===== src/rtl/tube_pkg.sv =====
// tube_pkg
// Shared constants and types for the tube game sequencer.
//   - gameState_t : game FSM encoding (also the game_state output code)
//   - WRAP_X      : tube X value written by the tube array on wrap
//   - BIRD_X      : bird column used for scoring
//   - SCORE_MAX   : score saturation value
//   - LFSR_TAPS   : tap mask for the 16-bit Fibonacci LFSR
//   - lfsrStep()  : one LFSR advance
package tube_pkg;

  typedef enum logic [1:0] {
    ST_IDLE  = 2'b00,
    ST_RUN   = 2'b01,
    ST_PAUSE = 2'b10,
    ST_OVER  = 2'b11
  } gameState_t;

  localparam logic [9:0] WRAP_X    = 10'd679;
  localparam logic [9:0] BIRD_X    = 10'd160;
  localparam logic [9:0] SCORE_MAX = 10'd999;

  // Polynomial x^16 + x^14 + x^13 + x^11 in right-shifting form:
  // taps 16/14/13/11 sit at bit positions 0/2/3/5.
  localparam logic [15:0] LFSR_TAPS = 16'h002D;

  // Feedback enters at the MSB; a nonzero state can never reach all-zero.
  function automatic logic [15:0] lfsrStep(input logic [15:0] cur);
    return {^(cur & LFSR_TAPS), cur[15:1]};
  endfunction

endpackage


===== src/rtl/tube_edge_det.sv =====
// tube_edge_det
// Tracks one tube's X position and flags the cycle it wraps to the right
// edge or crosses the bird column.
//   clk   in  system clock
//   rst   in  asynchronous active-low reset
//   clear in  restart in progress: strobes masked now and next cycle
//   posX  in  current tube X
//   wrap  out prev != WRAP_X && cur == WRAP_X
//   pass  out prev > BIRD_X && cur <= BIRD_X
module tube_edge_det (
  input  logic       clk,
  input  logic       rst,
  input  logic       clear,
  input  logic [9:0] posX,
  output logic       wrap,
  output logic       pass
);
  import tube_pkg::*;

  logic [9:0] prevXReg;
  logic       clearDlyReg;
  logic       masked;

  // clearDlyReg resets high so the first compare after reset, made against
  // an arbitrary prevXReg, cannot fire.
  always_ff @(posedge clk or negedge rst) begin
    if (!rst) begin
      prevXReg    <= '0;
      clearDlyReg <= 1'b1;
    end else begin
      prevXReg    <= posX;
      clearDlyReg <= clear;
    end
  end

  // The tube array reloads positions on the edge that ends the clear cycle,
  // so the jump to the reset positions lands in the cycle covered by
  // clearDlyReg and is never seen as a wrap or a pass.
  assign masked = clear | clearDlyReg;
  assign wrap   = !masked && (prevXReg != WRAP_X) && (posX == WRAP_X);
  assign pass   = !masked && (prevXReg > BIRD_X) && (posX <= BIRD_X);

endmodule


===== src/rtl/tube_scheduler.sv =====
// tube_scheduler
// Game-level sequencer for the three-tube scrolling datapath: game FSM,
// scroll tick prescaler, per-tube random gap assignment and scoring.
// WRAP_X / BIRD_X come from tube_pkg.
// Optional macro TUBE_SPEED_RAMP_EN: scroll period shrinks with score,
// floored at MIN_PERIOD. Without it the period is fixed at BASE_PERIOD.
//   clk          in   system clock
//   rst          in   asynchronous active-low reset
//   start        in   pulse: start / restart game
//   pause        in   pulse: toggle pause
//   collision    in   level: bird hit something
//   posX_tubeN   in   current X of tube N (N = 1..3)
//   time_out     out  one-cycle scroll tick
//   tubes_rst_n  out  registered active-low restart to the tube array
//   gapY_tubeN   out  gap top Y of tube N
//   score        out  tubes passed, saturating at 999
//   game_state   out  00 IDLE, 01 RUN, 10 PAUSE, 11 OVER
//   game_over    out  high while in OVER
module tube_scheduler #(
  parameter int          CLK_W       = 17,
  parameter int          BASE_PERIOD = 100000,
`ifdef TUBE_SPEED_RAMP_EN
  parameter int          MIN_PERIOD  = 40000,
  parameter int          PERIOD_STEP = 5000,
  parameter int          SPEED_SHIFT = 2,
`endif
  parameter logic [9:0]  GAP_MIN     = 10'd80,
  parameter logic [7:0]  GAP_MASK    = 8'hFF,
  parameter logic [15:0] LFSR_SEED   = 16'hACE1
) (
  input  logic       clk,
  input  logic       rst,
  input  logic       start,
  input  logic       pause,
  input  logic       collision,
  input  logic [9:0] posX_tube1,
  input  logic [9:0] posX_tube2,
  input  logic [9:0] posX_tube3,
  output logic       time_out,
  output logic       tubes_rst_n,
  output logic [9:0] gapY_tube1,
  output logic [9:0] gapY_tube2,
  output logic [9:0] gapY_tube3,
  output logic [9:0] score,
  output logic [1:0] game_state,
  output logic       game_over
);
  import tube_pkg::*;

  gameState_t       stateReg, stateNext;
  logic             restart, running, gameOver;
  logic [CLK_W-1:0] countReg, period;
  logic             tick, timeOutReg, tubesRstNReg;
  logic [15:0]      lfsrReg;
  logic [9:0]       scoreReg;
  logic [10:0]      scoreSum;
  logic [1:0]       nPass;
  logic [2:0]       wrap, pass;
  logic             multiWrap;
  logic [9:0]       posX [3];
  logic [7:0]       wrapSlice [3];

  // ---------------- game FSM ----------------
  always_ff @(posedge clk or negedge rst) begin
    if (!rst) stateReg <= ST_IDLE;
    else      stateReg <= stateNext;
  end

  always_comb begin
    stateNext = stateReg;
    case (stateReg)
      ST_IDLE:  if (start) stateNext = ST_RUN;
      // Collision wins over a simultaneous pause.
      ST_RUN:   if (collision) stateNext = ST_OVER;
                else if (pause) stateNext = ST_PAUSE;
      ST_PAUSE: if (start || pause) stateNext = ST_RUN;
      ST_OVER:  if (start) stateNext = ST_RUN;
      default:  stateNext = ST_IDLE;
    endcase
  end

  always_comb begin
    restart  = 1'b0;
    running  = 1'b0;
    gameOver = 1'b0;
    case (stateReg)
      ST_RUN:   running = 1'b1;
      ST_IDLE:  restart = start;
      ST_PAUSE: restart = start;
      ST_OVER:  begin restart = start; gameOver = 1'b1; end
      default:  ;
    endcase
  end

  // ---------------- scroll period ----------------
`ifdef TUBE_SPEED_RAMP_EN
  localparam int RAMP_W = CLK_W + 4;
  logic [RAMP_W-1:0] speedLevel, periodCut;

  // Wide intermediate: the cut is compared against the headroom before
  // subtracting, so the period never underflows below the floor.
  always_comb begin
    speedLevel = RAMP_W'(scoreReg >> SPEED_SHIFT);
    periodCut  = speedLevel * RAMP_W'(PERIOD_STEP);
    if (periodCut >= RAMP_W'(BASE_PERIOD - MIN_PERIOD))
      period = CLK_W'(MIN_PERIOD);
    else
      period = CLK_W'(RAMP_W'(BASE_PERIOD) - periodCut);
  end
`else
  assign period = CLK_W'(BASE_PERIOD);
`endif

  // >= rather than == so a period that shrinks below the running count
  // ends the current interval instead of letting the counter roll over.
  assign tick = running && (countReg >= period - 1'b1);

  always_ff @(posedge clk or negedge rst) begin
    if (!rst) begin
      countReg     <= '0;
      timeOutReg   <= 1'b0;
      tubesRstNReg <= 1'b1;
      lfsrReg      <= LFSR_SEED;
    end else begin
      timeOutReg   <= tick;
      tubesRstNReg <= ~restart;
      lfsrReg      <= lfsrStep(lfsrReg);
      if (restart || tick) countReg <= '0;
      else if (running)    countReg <= countReg + 1'b1;
    end
  end

  // ---------------- per-tube edge detection and gaps ----------------
  assign posX[0] = posX_tube1;
  assign posX[1] = posX_tube2;
  assign posX[2] = posX_tube3;

  // Simultaneous wraps take different LFSR slices so tubes differ.
  assign multiWrap = (wrap[0] & wrap[1]) | (wrap[0] & wrap[2]) | (wrap[1] & wrap[2]);

  always_comb begin
    wrapSlice[0] = lfsrReg[7:0];
    wrapSlice[1] = multiWrap ? lfsrReg[15:8] : lfsrReg[7:0];
    wrapSlice[2] = multiWrap ? lfsrReg[11:4] : lfsrReg[7:0];
  end

  genvar gi;
  generate
    for (gi = 0; gi < 3; gi++) begin : g_tube
      logic [9:0] gapYReg;

      tube_edge_det u_edge (
        .clk   (clk),
        .rst   (rst),
        .clear (~tubesRstNReg),
        .posX  (posX[gi]),
        .wrap  (wrap[gi]),
        .pass  (pass[gi])
      );

      always_ff @(posedge clk or negedge rst) begin
        if (!rst)          gapYReg <= GAP_MIN + 10'(40 + 80 * gi);
        else if (wrap[gi]) gapYReg <= GAP_MIN + {2'b00, wrapSlice[gi] & GAP_MASK};
      end
    end
  endgenerate

  // ---------------- scoring ----------------
  assign nPass    = 2'(pass[0]) + 2'(pass[1]) + 2'(pass[2]);
  assign scoreSum = {1'b0, scoreReg} + 11'(nPass);

  always_ff @(posedge clk or negedge rst) begin
    if (!rst)
      scoreReg <= '0;
    else if (restart)
      scoreReg <= '0;
    else if (running && (nPass != 2'd0))
      scoreReg <= (scoreSum > {1'b0, SCORE_MAX}) ? SCORE_MAX : scoreSum[9:0];
  end

  // ---------------- outputs ----------------
  assign time_out    = timeOutReg;
  assign tubes_rst_n = tubesRstNReg;
  assign gapY_tube1  = g_tube[0].gapYReg;
  assign gapY_tube2  = g_tube[1].gapYReg;
  assign gapY_tube3  = g_tube[2].gapYReg;
  assign score       = scoreReg;
  assign game_state  = stateReg;
  assign game_over   = gameOver;

endmodule

===== config.mk =====
export PLATFORM = sky130hd
export DESIGN_NAME = tube_scheduler
export DESIGN_NICKNAME = d
export VERILOG_FILES = /design/src/rtl/tube_pkg.sv /design/src/rtl/tube_edge_det.sv /design/src/rtl/tube_scheduler.sv
export SDC_FILE = /design/constraint.sdc
export NUM_CORES = 1
export LEC_CHECK = 0
export BUFFER_PORTS_ARGS = -buffer_cell sky130_fd_sc_hd__buf_2
export CORE_AREA = 2 2 124 126
export CTS_BUF_LIST = sky130_fd_sc_hd__clkbuf_8 sky130_fd_sc_hd__clkbuf_16
export CTS_CLUSTER_DIAMETER = 50
export DETAILED_ROUTE_END_ITERATION = 7
export DIE_AREA = 0 0 126 128
export GPL_TIMING_DRIVEN = 0
export PLACE_DENSITY = 0.49
export SYNTH_ARGS = -nofsm -noshare
export SYNTH_HDL_FRONTEND = slang
export SYNTH_SLANG_ARGS = --single-unit

===== constraint.sdc =====
create_clock -name clk -period 4.5 [get_ports clk]
set_clock_uncertainty 0.2 [all_clocks]
set_input_delay 0.675 -clock clk [delete_from_list [all_inputs] [get_ports clk]]
set_output_delay 0.675 -clock clk [all_outputs]
set_load 0.02 [all_outputs]

* After elaboration in Yosys (flattened, before gate mapping) *
Index checks and enable logic that the tools add are counted.

cells by class
  $add $sub $neg = 7
  bitwise operators = 8
  mux-type cells = 15
  magnitude comparators = 8
  reductions and logical operators = 25
  eq/ne operators = 12

operators with widths
  kind                                                             number
  2-to-1 mux 17 bit                                                2
  equality test 10 bit, second input constant                      3
  greater-than comparator 10 x 8 -> 1 bit, second input constant   3
  less-or-equal comparator 10 x 8 -> 1 bit, second input constant  3
  2-to-1 mux 10 bit                                                3
  inequality test 10 bit, second input constant                    3
  adder 7 x 8 -> 9 bit, first input constant                       3
  adder 17 x 1 -> 17 bit, second input constant                    1
  greater-or-equal comparator 17 bit, second input constant        1
  2-to-1 mux 8 bit                                                 2
  XOR reduction 16 bit                                             1
  logical AND 1 bit                                                14
  adder 10 x 2 -> 11 bit                                           1
  greater-than comparator 11 x 10 -> 1 bit, second input constant  1
  2-to-1 mux 2 bit                                                 4
  one-hot mux 2 bit (3 select lines)                               1
  nonzero test 2 bit                                               3
  equality test 2 bit, second input constant                       2
  bitwise AND 1 bit                                                3
  2-to-1 mux 1 bit                                                 3
  inequality test 3 bit, second input constant                     1
  OR 1 bit                                                         3
  AND reduction 3 bit                                              1
  OR reduction 3 bit                                               1
  10 further kinds                                                 12

word-level totals
  output and inout port bits = 45
  input bits = 35
  register bits after elaboration = 108

* Longest topological paths before layout *
Gate-level depths: netlist (run 1).

  word-level depth = 12
  depth in mapped cells = 16
  mapped depth without buffers = 16

* Modules after synthesis *
A second synthesis (run 1) with hierarchy kept.

second synthesis, totals
  cell total of the unflattened synthesis = 424
  area total of the unflattened synthesis = 4725.8 µm²

by module, submodules not included
  module          area an instance (µm²)  times used  seq. area each (µm²)  cells each
  tube_scheduler  3569.7                  1           1875.5                340
  tube_edge_det   385.4                   3           276.5                 28

* Worst setup path before layout (run 1) *
Ideal clock, no wire load.

  path kind = in2reg
  from = input port posX_tube1[3]
  to = register scoreReg[7], in the netlist score[7]
  arrival time = 3.856 ns
  buffers on the path = 0
  setup time = 0.139 ns
  cell stages on the path = 16
  slack = 0.305 ns
  data required time = 4.161 ns
  cell sequence = nor2_1 and4b_1 a21oi_1 nor4_1 o31ai_1 fa_1 inv_1 ha_1 fa_1 and4_1 and3_1 o21a_1 o2111ai_1 nand2_1 o311ai_0 o21ai_0

on the way
  cells in the longest elaborated chain, start to end = 9
  elaborated cells between the ends (all ways) = 12
  those cells by class = add/sub: 3; order compare: 2; mux: 3; reduce/logical: 4

ends and longest elaborated chain
  item                                          RTL line               source
  start: declaration                            tube_scheduler.sv:36   input logic [9:0] posX_tube1,
  less-or-equal comparator 10 x 8 -> 1 bit (*)  tube_edge_det.sv:41    assign pass = !masked && (prevXReg > BIRD_X) && (posX <= BIRD_X);
  logical AND 1 bit (*)                         tube_edge_det.sv:41
  adder 1 x 1 -> 2 bit (*)                      tube_scheduler.sv:169  assign nPass = 2'(pass[0]) + 2'(pass[1]) + 2'(pass[2]);
  adder 2 x 1 -> 2 bit (*)                      tube_scheduler.sv:169
  adder 10 x 2 -> 11 bit                        tube_scheduler.sv:170  assign scoreSum = {1'b0, scoreReg} + 11'(nPass);
  greater-than comparator 11 x 10 -> 1 bit      tube_scheduler.sv:178  scoreReg <= (scoreSum > {1'b0, SCORE_MAX}) ? SCORE_MAX : scoreSum[9:0];
  2-to-1 mux 10 bit                             tube_scheduler.sv:178
  2-to-1 mux 10 bit                             tube_scheduler.sv:177  else if (running && (nPass != 2'd0))
  2-to-1 mux 10 bit                             tube_scheduler.sv:175  else if (restart)
  end signal: assignment                        tube_scheduler.sv:178
  end: declaration                              tube_scheduler.sv:55   logic [9:0] scoreReg;

Every way passes the cells marked *; elsewhere a longest branch is shown, timed or not. The select of a mux whose other input is x is not followed.
A chain may end at the register's enable or synchronous reset.

* Worst setup path in the final report (run 1) *
Ends and elaborated chain as after synthesis.

==> metrics.md, run 1 <==
| Metric | Value |
|---|---|
| WL/cell | `15.0 um` |
| Core Box Area | `0.0149 mm2` |
| Fillcell total | `1489` |
| Synth top area share | `45.6%` |
| Slew margin rel. | `51.1%` |
| CP required | `4.53 ns` |
| Crit-path max cell delay | `0.58 ns` |
| Hold Crit Class | `input port to async pin` |
| Power share of the clock group | `36.8%` |
| Clk_lat worst skew | `0.35 ns` |
| CTS Root Cell | `clkbuf_16` |
| Largest net degree at the start of global routing | `67` |
| Sequential area share after synthesis | `56.9%` |
| CP Cell Sequence | `buf_2 > nor2_1 > and4b_2 > a21oi_1 > nor4_2 > o31ai_4 > fa_1 > inv_1 > ha_1 > fa_2 > and4_4 > and3_1 > o21a_1 > o2111ai_2 > nand2_2 > o311ai_1 > o21ai_1` |
| Internal Power | `1.57 mW` |
| Worst slew pin tran | `0.731 ns` |
| Synthesized instance count | `436` |
| Slowest-stage cell, CP | `fa_1` |
| Psw | `0.598 mW` |
| Ant diodes | `0` |
| Count of different cell masters after synthesis | `53` |
| Clk slew on worst S/H paths | `0.07 ns` |
| Hold_buf cts | `0` |
| Grt total ovfl | `0` |
| Worst slack, placed | `-0.357 ns` |
| Die area | `0.0161 mm2` |
| I/O Pins | `80` |
| Iter 0 DRT Violations | `204` |
| Number of synthesized flops with an enable pin | `0` |
| Final WS setup | `0.200 ns` |
| Unrepaired setup endpoints after global routing | `false` |
| Vias post-DR | `3596` |
| Core Util, Final | `38.2%` |
| Clk buf depth | `2` |
| Comb pwr share | `14.8%` |
| Chip width | `126 um` |
| Leak pwr | `2.68 nW` |
| Synth Flop Type | `dfrtp_1` |
| Multi-input logic area | `0.00196 mm2` |
| Initial Util | `31.4%` |
| Die height | `128 um` |
| CTS Buf Count | `9` |
| Port-buffer cells | `76` |
| R2R depth | `17` |
| Worst setup EP type | `flop` |
| Sw Share | `27.6%` |
| Crit Path Class | `input port to flop` |
| Final worst path period need | `4.30 ns` |
| Number of H-tree levels | `3` |
| Pre-Repair DR Iteration Count | `4` |
| CTS tree | `yes` |
| DR vias/cell | `4.98` |
| Fmax | `0.233 GHz` |
| Final wirelength | `10800 um` |
| Yosys reg bits | `105` |
| Row Count | `45` |
| Worst-path fanout max | `6` |
| Placer Congestion | `0.842` |
| Startpoint types | `input port` |
| VDD IR max | `0.000264 V` |
| Drt drc | `0` |
| Slew Limit Fails | `0` |
| TritonCTS sink count | `105` |
| Share of layout cells above drive strength 1 | `26.8%` |
| Flop pwr share | `48.4%` |
| Power per Cell Area | `381 mW/mm2` |
| Status | `complete, no violations` |
| Final HPWL DP | `7800 um` |
| Sequential cell area | `0.00265 mm2` |
| First-pass GRT wire length | `17900 um` |
| Final Hold Fails | `0` |
| Final period utilization | `95.5%` |
| Cell Area, Synth | `0.00466 mm2` |
| Placed insts | `703` |
| Yosys warns | `0` |
| Max cap viols | `0` |
| Synth-to-layout area growth | `21.9%` |
| Hold WS | `0.108 ns` |
| Non-filler cells, final | `722` |
| Synth Area per Inst | `10.7 um2` |
| CP arrival | `4.33 ns` |
| Initial antenna violation count | `0` |
| Final ANT Viol Nets | `0` |
| Synth area leader | `dfrtp_1` |
| Setup TNS Final | `0 ns` |
| Setup violators final | `0` |
| Synth async-reset ratio | `100%` |
| Nets | `575` |
| Total Routing Usage GR | `14.0%` |
| Vias in the first global route | `3442` |
| Synth area leaders | `dfrtp_1 (46%), dfstp_2 (11%), nand2_1 (5.0%), nor2_1 (3.6%), o21ai_0 (3.1%)` |
-- path summary, 6_finish.rpt --
path / startpoint / to / slack, ns
worst max-delay path: posX_tube1[3] / score[7] / 0.20
worst min-delay path: rst / g_tube[2].u_edge.prevXReg[3] / 0.11
worst max register to register: g_tube[1].u_edge.prevXReg[3] / score[7] / 0.33
worst min register to register: lfsrReg[11] / lfsrReg[10] / 0.18
max in group asynchronous: rst / gapY_tube1[3] / 3.23
min in group clk: lfsrReg[11] / lfsrReg[10] / 0.18
-- cells by family (layout without fill, tap and decap cells) --
logic type	count (synthesis)	count (layout)	synth area share, %
flops	105	105	56.9
simple gates	171	171	17.4
mux	16	16	4.02
other cells	1	3	0.0804
fa+ha+maj	13	13	3.73
compound gates	87	87	11.9
xor+xnor	20	20	3.76
buf+inv	23	119	2.25
-- cell usage in the layout, fill, tap and decap left out, types with 3 or more instances in the layout --
cell type / n
o211ai_1: 3
mux2i_1: 4
nor2_1: 45
a21oi_1: 17
conb_1: 3
clkbuf_1: 9
o21ai_0: 28
dfstp_2: 20
nor3_1: 7
nand4_1: 12
o211a_1: 3
dfrtp_1: 85
inv_1: 13
and3_1: 5
nor4_1: 7
clkbuf_16: 9
o21ai_1: 4
nand2_1: 61
nand3_1: 10
mux2_2: 8
buf_4: 7
a31oi_1: 7
buf_2: 75
nor2b_1: 8
ha_1: 9
xnor2_1: 8
xor2_1: 12
a21o_1: 3
-- state kept, by name, summed over array words and instances, names as in the netlist --
register	cells
countReg	17
g_tube.u_edge.clearDlyReg	1
g_tube.u_edge.prevXReg	30
game_state	2
gapY_tube1	9
gapY_tube2	9
gapY_tube3	9
lfsrReg	16
score	10
time_out	1
tubes_rst_n	1
-- power groups by stage --
stage | Clock [mW] | Sequential [mW] | Combinational [mW]
after CTS | 0.827 | 1.05 | 0.322
after floorplan | 0 | 1.08 | 0.164
after detailed placement | 0 | 1.06 | 0.319
after global routing | 0.869 | 1.06 | 0.369
final | 0.797 | 1.05 | 0.321
after global placement | 0 | 1.06 | 0.307
-- cell type report --
cell class                      count  share of cell area (%)
Clock buffer                       11                    4.45
Buffer                             13                    1.19
Multi-Input combinational cell    310                    34.4
Tap cell                          188                    4.14
Sequential cell                   105                    46.7
Timing Repair Buffer               80                    7.62
Clock inverter                      5                   0.880
Inverter                           10                   0.660
-- cell usage after synthesis, types with 4 or more instances --
| cell type | n |
|---|---|
| xor2_1 | 12 |
| nand3_1 | 10 |
| mux2i_1 | 4 |
| dfrtp_1 | 85 |
| and3_1 | 5 |
| a21oi_1 | 17 |
| mux2_2 | 8 |
| nand2_1 | 62 |
| clkbuf_1 | 9 |
| nor4_1 | 8 |
| nand4_1 | 12 |
| o21ai_0 | 29 |
| xnor2_1 | 8 |
| dfstp_2 | 20 |
| inv_1 | 10 |
| ha_1 | 9 |
| nor2_1 | 45 |
| a31oi_1 | 7 |
| nor3_1 | 7 |
| nor2b_1 | 8 |
-- per-stage QoR --
stage,total power [mW],area [um2]
6_report,2.17,5680
5_1_grt,2.29,5680
4_1_cts,2.20,5630
3_5_place_dp,1.38,5320
3_3_place_gp,1.37,5290
2_1_floorplan,1.25,4670
-- timing repair --
| item | CTS | global route |
|---|---|---|
| pin swaps | 0 | 4 |
| setup buffers | 0 | 3 |
| hold endpoints to repair | 0 | 0 |
| gates resized for setup | 3 | 9 |
| endpoints found under the setup margin | 1 | 5 |
-- critical path, delay by kind of cell --
family                   cells  cell delay [ns]
AO/OA/AOI/OAI                6             1.00
adder cells (fa/ha/maj)      3             1.23
buffers and inverters        2             0.15
AND/OR/NAND/NOR              6             1.25
-- layer usage --
metal / up-vias / track usage [%] / part of all wire [%]
met5: - / 0 / 0
met4: 0 / 4.78 / 1.5
met3: 12 / 3.55 / 4.7
met2: 90 / 21.4 / 45
met1: 1765 / 19.5 / 49
li1: 1729 / - / -
(Power assumes the default switching activity.)
==> run 2: changes to the inputs <==
Settings changed: CORE_AREA 2 2 124 126 to 2 2 125 127, DIE_AREA 0 0 126 128 to 0 0 127 129, SYNTH_HIERARCHICAL set to 1.
==> run 2 against run 1 <==
  * Die area grew 1.6%
  * Setup slack lost 0.026 ns
  * Sequential power is essentially flat
  * First-iteration DRC count shrank 25%
  * Worst hold slack gained 0.031 ns
  * Critical endpoint is now score[3]
  * Clock power is essentially flat
  * Cell count shrank 1.9%
  * Register-to-register slack lost 0.16 ns
  * Global-route usage shrank 0.13 points
  * Via count shrank 3.4%
  * Non-clock buffer count grew 3
  * Largest power group unchanged
==> metrics.md, run 2 <==
| Metric | Value |
|---|---|
| Slew Limit Fails | `0 (unchanged)` |
| Hold WS | `0.140 ns (+0.0314 ns)` |
| Placer Congestion | `0.807 (-4.1%)` |
| CP required | `4.54 ns (about the same)` |
| Top Registers | `g_tube.u_edge/prevXReg (30), countReg (17), lfsrReg (16)` |
| Synth Flop Type | `dfrtp_1` |
| Synth Area per Inst | `11.1 um2 (+4.2%)` |
| Max FFs per register | `30 (unchanged)` |
| Drt drc | `0 (unchanged)` |
| CTS Buf Count | `9 (unchanged)` |
| Die height | `129 um (+0.78%)` |
| Final wirelength | `10900 um (+0.83%)` |
| TritonCTS sink count | `107 (+1.9%)` |
| Clk buf depth | `2 (unchanged)` |
| VDD IR max | `0.000180 V (-32%)` |
| Synth cell count leaders | `dfrtp_1 (85), a21oi_1 (44), nor2_1 (43)` |
| Crit Path Class | `flop to flop` |
| Nets | `562 (-2.3%)` |
| Clk_lat worst skew | `0.35 ns (about the same)` |
| Number of synthesized flops with an enable pin | `0 (unchanged)` |
| Final HPWL DP | `7830 um (+0.34%)` |
| Most flop-heavy register | `g_tube.u_edge/prevXReg` |
| Port-buffer cells | `76 (unchanged)` |
| Yosys reg bits | `107 (+1.9%)` |
| Row Count | `45 (unchanged)` |
| Ant diodes | `0 (unchanged)` |
| Unrepaired setup endpoints after global routing | `false` |
| Synth area leader | `dfrtp_1` |
| Final worst path period need | `4.33 ns (+0.0259 ns)` |
| Design Area, Final | `0.00572 mm2 (+0.68%)` |
| Count of different cell masters after synthesis | `52 (-1.9%)` |
| Chip width | `127 um (+0.79%)` |
| First-pass GRT wire length | `17800 um (-0.62%)` |
| Multi-input logic area | `0.00190 mm2 (-2.6%)` |
| Highest-count cells in the layout ignoring fill and taps | `dfrtp_1 (85), buf_2 (78), a21oi_1 (44), nor2_1 (43), dfstp_2 (22)` |
| Initial antenna violation count | `0 (unchanged)` |
| Most common cell in the synthesized netlist | `dfrtp_1` |
| WL/cell | `15.4 um (+2.8%)` |
| Share of layout cells above drive strength 1 | `29.0% (+2.3 points)` |
| Status | `complete, no violations` |
| Vias in the first global route | `3479 (+1.1%)` |
| Hold_buf cts | `0 (unchanged)` |
| Sequential cell area | `0.00271 mm2 (+2.0%)` |
| Final Hold Fails | `0 (unchanged)` |
| Fillcell total | `1496 (+0.47%)` |
| Initial Util | `31.6% (+0.18 points)` |
| Area after DPL | `0.00538 mm2 (+1.2%)` |
| Sequential area share after synthesis | `57.2% (+0.36 points)` |
| Vias post-DR | `3472 (-3.4%)` |
| Power per Cell Area | `391 mW/mm2 (+2.7%)` |
| DR vias/cell | `4.90 (-1.5%)` |
| Fmax | `0.231 GHz (-0.60%)` |
| Final period utilization | `96.1% (+0.58 points)` |
| Synth top area share | `45.0% (-0.60 points)` |
| Max cap viols | `0 (unchanged)` |
| Grt total ovfl | `0 (unchanged)` |
| Startpoint types | `flop` |
| Setup violators final | `0 (unchanged)` |
| Synthesized instance count | `424 (-2.8%)` |
| CP arrival | `4.36 ns (+0.03 ns)` |
| Core Box Area | `0.0150 mm2 (+0.76%)` |
| Clk slew on worst S/H paths | `0.07 ns (about the same)` |
| Worst setup EP type | `flop` |
| Number of H-tree levels | `3 (unchanged)` |
| Commonest non-fill, non-tap cell in the layout | `dfrtp_1` |
| Yosys warns | `6 (+6)` |
| Cell Area, Synth | `0.00473 mm2 (+1.3%)` |
| Worst slew pin tran | `0.627 ns (-0.103 ns)` |
| Total Routing Usage GR | `13.9% (-0.13 points)` |
| Synth-to-layout area growth | `21.1%` |
| I/O Pins | `80 (unchanged)` |
| Core Util, Final | `38.2% (about the same)` |
| Die area | `0.0164 mm2 (+1.6%)` |
| Synth area leaders | `dfrtp_1 (45%), dfstp_2 (12%), a21oi_1 (4.7%), nor2_1 (3.4%), mux2_2 (3.1%)` |
| Largest net degree at the start of global routing | `62 (-7.5%)` |
| Slew margin rel. | `58.2% (+7.1 points)` |
| Leak pwr | `2.64 nW (-1.6%)` |
| Iter 0 DRT Violations | `153 (-25%)` |
| Worst-path fanout max | `8 (+2)` |
| Final ANT Viol Nets | `0 (unchanged)` |
| Pre-Repair DR Iteration Count | `4 (unchanged)` |
| CTS Root Cell | `clkbuf_16` |
| CTS tree | `yes` |
| Hold Crit Class | `input port to async pin` |
| Synth async-reset ratio | `100% (unchanged)` |
[run 2: power breakdown]
part,leakage (nW),internal (mW),switching (mW)
Combinational,1.15,0.129,0.234
Clock,0.154,0.454,0.340
Sequential,1.33,1.03,0.0473
[run 2: repair_timing]
| action | CTS | global route |
|---|---|---|
| pin swaps | 1 | 0 |
| gates resized for setup | 6 | 2 |
| endpoints found under the setup margin | 5 | 5 |
| buffers inserted | 2 | 0 |
[run 2: cell type report]
| class | instances | share of cell area, % |
|---|---|---|
| flip-flops and latches | 107 | 47.3 |
| inverters | 17 | 1.11 |
| clock buffers | 11 | 4.42 |
| plain buffers | 17 | 1.64 |
| multi-input cells | 285 | 33.3 |
| well taps | 188 | 4.11 |
| clock inverters | 4 | 0.743 |
| repair buffers | 79 | 7.43 |
[run 2: path summary, 6_finish.rpt]
| check | start | to | slack [ns] | depth (start not counted) |
|---|---|---|---|---|
| worst max-delay path | tubes_rst_n | score[3] | 0.17 | 12 |
| min in group clk | lfsrReg[12] | lfsrReg[11] | 0.18 | 0 |
| max in group asynchronous | rst | tubes_rst_n | 3.20 | 2 |
| worst min register to register | lfsrReg[12] | lfsrReg[11] | 0.18 | 0 |
| worst min-delay path | rst | g_tube[0].u_edge/prevXReg[5] | 0.14 | 1 |
| worst max register to register | tubes_rst_n | score[3] | 0.17 | 12 |
[run 2: critical path, stage by stage (launching register included)]
cell and delay, ns:
dfstp_2 0.53, inv_1 0.09, or3_1 0.40, a2111oi_4 0.39, fa_1 0.53, ha_1 0.27
fa_2 0.41, and2_1 0.24, o31a_1 0.33, a2111oi_4 0.33, buf_4 0.20, nor2_2 0.05
a22o_1 0.22
[run 2: per-stage QoR]
step | setup slack (ns) | instances | setup TNS [ns] | power [mW]
final | 0.175 | 708 | 0 | 2.24
after global routing | 0.0347 | 708 | 0 | 2.36
after CTS | 0.0434 | 708 | 0 | 2.27
after detailed placement | -0.662 | 691 | -3.19 | 1.46
after global placement | -0.668 | 690 | -3.31 | 1.45
after floorplan | 0.220 | 426 | 0 | 1.32
[run 2: kinds of logic (layout without fill, tap and decap cells)]
| kind of cell | after synthesis | after routing | synth area share, % |
|---|---|---|---|
| AND/OR/NAND/NOR | 139 | 139 | 15.8 |
| flip-flops | 107 | 107 | 57.2 |
| AO/OA/AOI/OAI | 93 | 93 | 12.3 |
| buffers and inverters | 34 | 128 | 3.34 |
| XOR/XNOR | 24 | 24 | 4.45 |
| multiplexers | 14 | 14 | 3.31 |
| adder cells (fa/ha/maj) | 12 | 12 | 3.44 |
| other | 1 | 3 | 0.0794 |
[run 2: per-layer routing]
layer	global-route usage, %	up-vias	share of wire, %
li1	-	1695	-
met1	18.2	1693	47
met2	21.9	69	47
met3	3.62	15	4.0
met4	5.82	0	1.8
met5	0	-	0
==> run 3: changes to the inputs <==
Settings changed: ABC_AREA set to 1, CORE_AREA 2 2 125 127 to 2 2 131 133, DIE_AREA 0 0 127 129 to 0 0 133 135, REMOVE_ABC_BUFFERS set to 1.
==> run 3 against run 2 <==
  * Worst hold slack gained 0.0055 ns
  * First-iteration DRC count grew 19%
  * Synthesized cell count grew 51%
  * Cell count grew 34%
  * Clock-buffer cell count shrank 2
  * Highest routed layer unchanged
==> metrics.md, run 3 <==
| Metric | Value |
|---|---|
| Chip width | `133 um (+4.7%)` |
| Row Count | `47 (+4.4%)` |
| Share of layout cells above drive strength 1 | `20.6% (-8.5 points)` |
| Most flop-heavy register | `g_tube.u_edge/prevXReg` |
| Synth-to-layout area growth | `17.4%` |
| Iter 0 DRT Violations | `182 (+19%)` |
| CP arrival | `3.63 ns (-0.73 ns)` |
| Final wirelength | `11600 um (+5.9%)` |
| Power per Cell Area | `349 mW/mm2 (-11%)` |
| Port-buffer cells | `76 (unchanged)` |
| Synth top area share | `40.6% (-4.4 points)` |
| Initial Util | `31.9% (+0.35 points)` |
| Vias post-DR | `4244 (+22%)` |
| Grt total ovfl | `0 (unchanged)` |
| Setup TNS Final | `0 ns (unchanged)` |
| I/O Pins | `80 (unchanged)` |
| DR vias/cell | `4.48 (-8.7%)` |
| Post-CTS Setup Bufs | `0 (-2)` |
| Initial antenna violation count | `3 (+3)` |
| Startpoint types | `flop` |
| Highest-count cells in the layout ignoring fill and taps | `nand2_1 (186), dfrtp_1 (85), inv_1 (78), buf_2 (75), nor2_1 (73)` |
| Max FFs per register | `30 (unchanged)` |
| Hold Crit Class | `input port to async pin` |
| Synth area leaders | `dfrtp_1 (41%), nand2_1 (13%), dfstp_2 (11%), inv_1 (5.5%), nor2_1 (5.2%)` |
| Yosys reg bits | `107 (unchanged)` |
| Nets | `765 (+36%)` |
| Die height | `135 um (+4.7%)` |
| Crit Path Class | `flop to flop` |
| Final WS setup | `0.918 ns (+0.744 ns)` |
| Clk buf depth | `2 (unchanged)` |
| Number of H-tree levels | `3 (unchanged)` |
| Final Power | `2.14 mW (-4.2%)` |
| Synth async-reset ratio | `100% (unchanged)` |
| Number of synthesized flops with an enable pin | `0 (unchanged)` |
| Top Registers | `g_tube.u_edge/prevXReg (30), countReg (17), lfsrReg (16)` |
| Leak pwr | `3.11 nW (+18%)` |
| Yosys warns | `6 (unchanged)` |
| Core Box Area | `0.0164 mm2 (+9.5%)` |
| Worst slack, placed | `0.602 ns (+1.26 ns)` |
| CTS-repair resized insts | `0 (-6)` |
| Synth cell count leaders | `nand2_1 (186), dfrtp_1 (85), inv_1 (77)` |
| Placer Congestion | `0.852 (+5.6%)` |
| First-pass GRT wire length | `19900 um (+12%)` |
| Synth Area per Inst | `8.18 um2 (-27%)` |
| Vias in the first global route | `4167 (+20%)` |
| Unrepaired setup endpoints after global routing | `false` |
| TritonCTS sink count | `107 (unchanged)` |
| Final worst path period need | `3.58 ns (-0.744 ns)` |
| Commonest non-fill, non-tap cell in the layout | `nand2_1` |
| Clk_lat worst skew | `0.35 ns (about the same)` |
| WL/cell | `12.2 um (-21%)` |
| Hold_buf cts | `0 (unchanged)` |
| Max cap viols | `0 (unchanged)` |
| Count of different cell masters after synthesis | `37 (-29%)` |
| Worst setup EP type | `flop` |
| Final Hold Fails | `0 (unchanged)` |
| Cell Area, Synth | `0.00524 mm2 (+11%)` |
| Die area | `0.0180 mm2 (+9.6%)` |
| Core Util, Final | `37.5% (-0.76 points)` |
| CP required | `4.55 ns (about the same)` |
| Pre-Repair DR Iteration Count | `4 (unchanged)` |
| Final HPWL DP | `8730 um (+12%)` |
| Slew margin rel. | `33.6% (-25 points)` |
| R2R depth | `15 (+3)` |
| Fmax | `0.279 GHz (+21%)` |
| Worst-path fanout max | `14 (+6)` |
| Drt drc | `0 (unchanged)` |
| Most common cell in the synthesized netlist | `nand2_1` |
| Worst slew pin tran | `0.993 ns (+0.365 ns)` |
| VDD IR max | `0.000198 V (+10%)` |
| Slew Limit Fails | `0 (unchanged)` |
| Clk slew on worst S/H paths | `0.07 ns (about the same)` |
| CTS tree | `yes` |
| Largest net degree at the start of global routing | `58 (-6.5%)` |
| CTS Root Cell | `clkbuf_16` |
| Synth area leader | `dfrtp_1` |
| Synth Flop Type | `dfrtp_1` |
| Final period utilization | `79.6% (-17 points)` |
| Total Routing Usage GR | `13.8% (-0.049 points)` |
| Final ANT Viol Nets | `0 (unchanged)` |
| CTS Buf Count | `9 (unchanged)` |
| Setup violators final | `0 (unchanged)` |
| Status | `complete, no violations` |
| Synthesized instance count | `640 (+51%)` |
| Sequential area share after synthesis | `51.7% (-5.6 points)` |
run 3: routing by layer:
layer / up-vias / global-route usage, % / part of all wire (%) / wire, um
met5: - / 0 / 0 / 0
met4: 0 / 5.20 / 1.5 / 172
met3: 12 / 3.27 / 5.1 / 589
met2: 78 / 22.3 / 46 / 5340
met1: 1982 / 18.1 / 47 / 5460
li1: 2172 / - / - / -
run 3: through the flow:
step | area, um2 | hold slack, ns | cells
after detailed placement | 5860 | 0.158 | 928
after floorplan | 5170 | 0.154 | 631
after CTS | 6130 | 0.172 | 944
final | 6140 | 0.145 | 948
after global routing | 6140 | 0.182 | 946
after global placement | 5830 | 0.161 | 927
run 3: where the power goes:
group,internal [mW],total [mW],switching (mW)
clock,0.379,0.756,0.376
combinational,0.102,0.319,0.217
sequential,1.03,1.07,0.0431
run 3: path summary, 6_finish.rpt:
path,from,to,slack (ns)
min in group clk,lfsrReg[11],lfsrReg[10],0.17
worst min register to register,lfsrReg[11],lfsrReg[10],0.17
worst max register to register,tubes_rst_n,gapY_tube2[8],0.92
max in group asynchronous,rst,tubes_rst_n,3.19
worst max-delay path,tubes_rst_n,gapY_tube2[8],0.92
worst min-delay path,rst,score[6],0.15
run 3: worst max-delay path, stage by stage (launching register included):
cell	delay (ns)
dfstp_2	0.52
inv_1	0.10
inv_1	0.07
nand2_1	0.07
nor3_2	0.12
nand2_1	0.07
nor2_1	0.76
inv_2	0.23
o21ai_4	0.38
nand2_4	0.14
nand2_1	0.11
nand2_1	0.10
ha_1	0.22
or2_1	0.24
nand3_1	0.08
nand2_1	0.05
run 3: final cells by class:
class                   count  area (um2)
flip-flops and latches    107        2710
clock buffers               9         225
repair buffers             77         410
fillers                  1718       10300
multi-input cells         431        2120
well taps                 220         275
inverters                  93         352
diodes                      4        10.0
clock inverters             7        50.0
run 3: cell families (layout without fill, tap and decap cells):
kind of cell / Yosys count / after routing / share of synthesized area [%]
compound gates: 46 / 46 / 5.19
xor+xnor: 10 / 10 / 1.67
fa+ha+maj: 11 / 11 / 2.92
buf+inv: 104 / 186 / 8.03
flops: 107 / 107 / 51.7
other cells: 1 / 7 / 0.0716
simple gates: 361 / 361 / 30.4
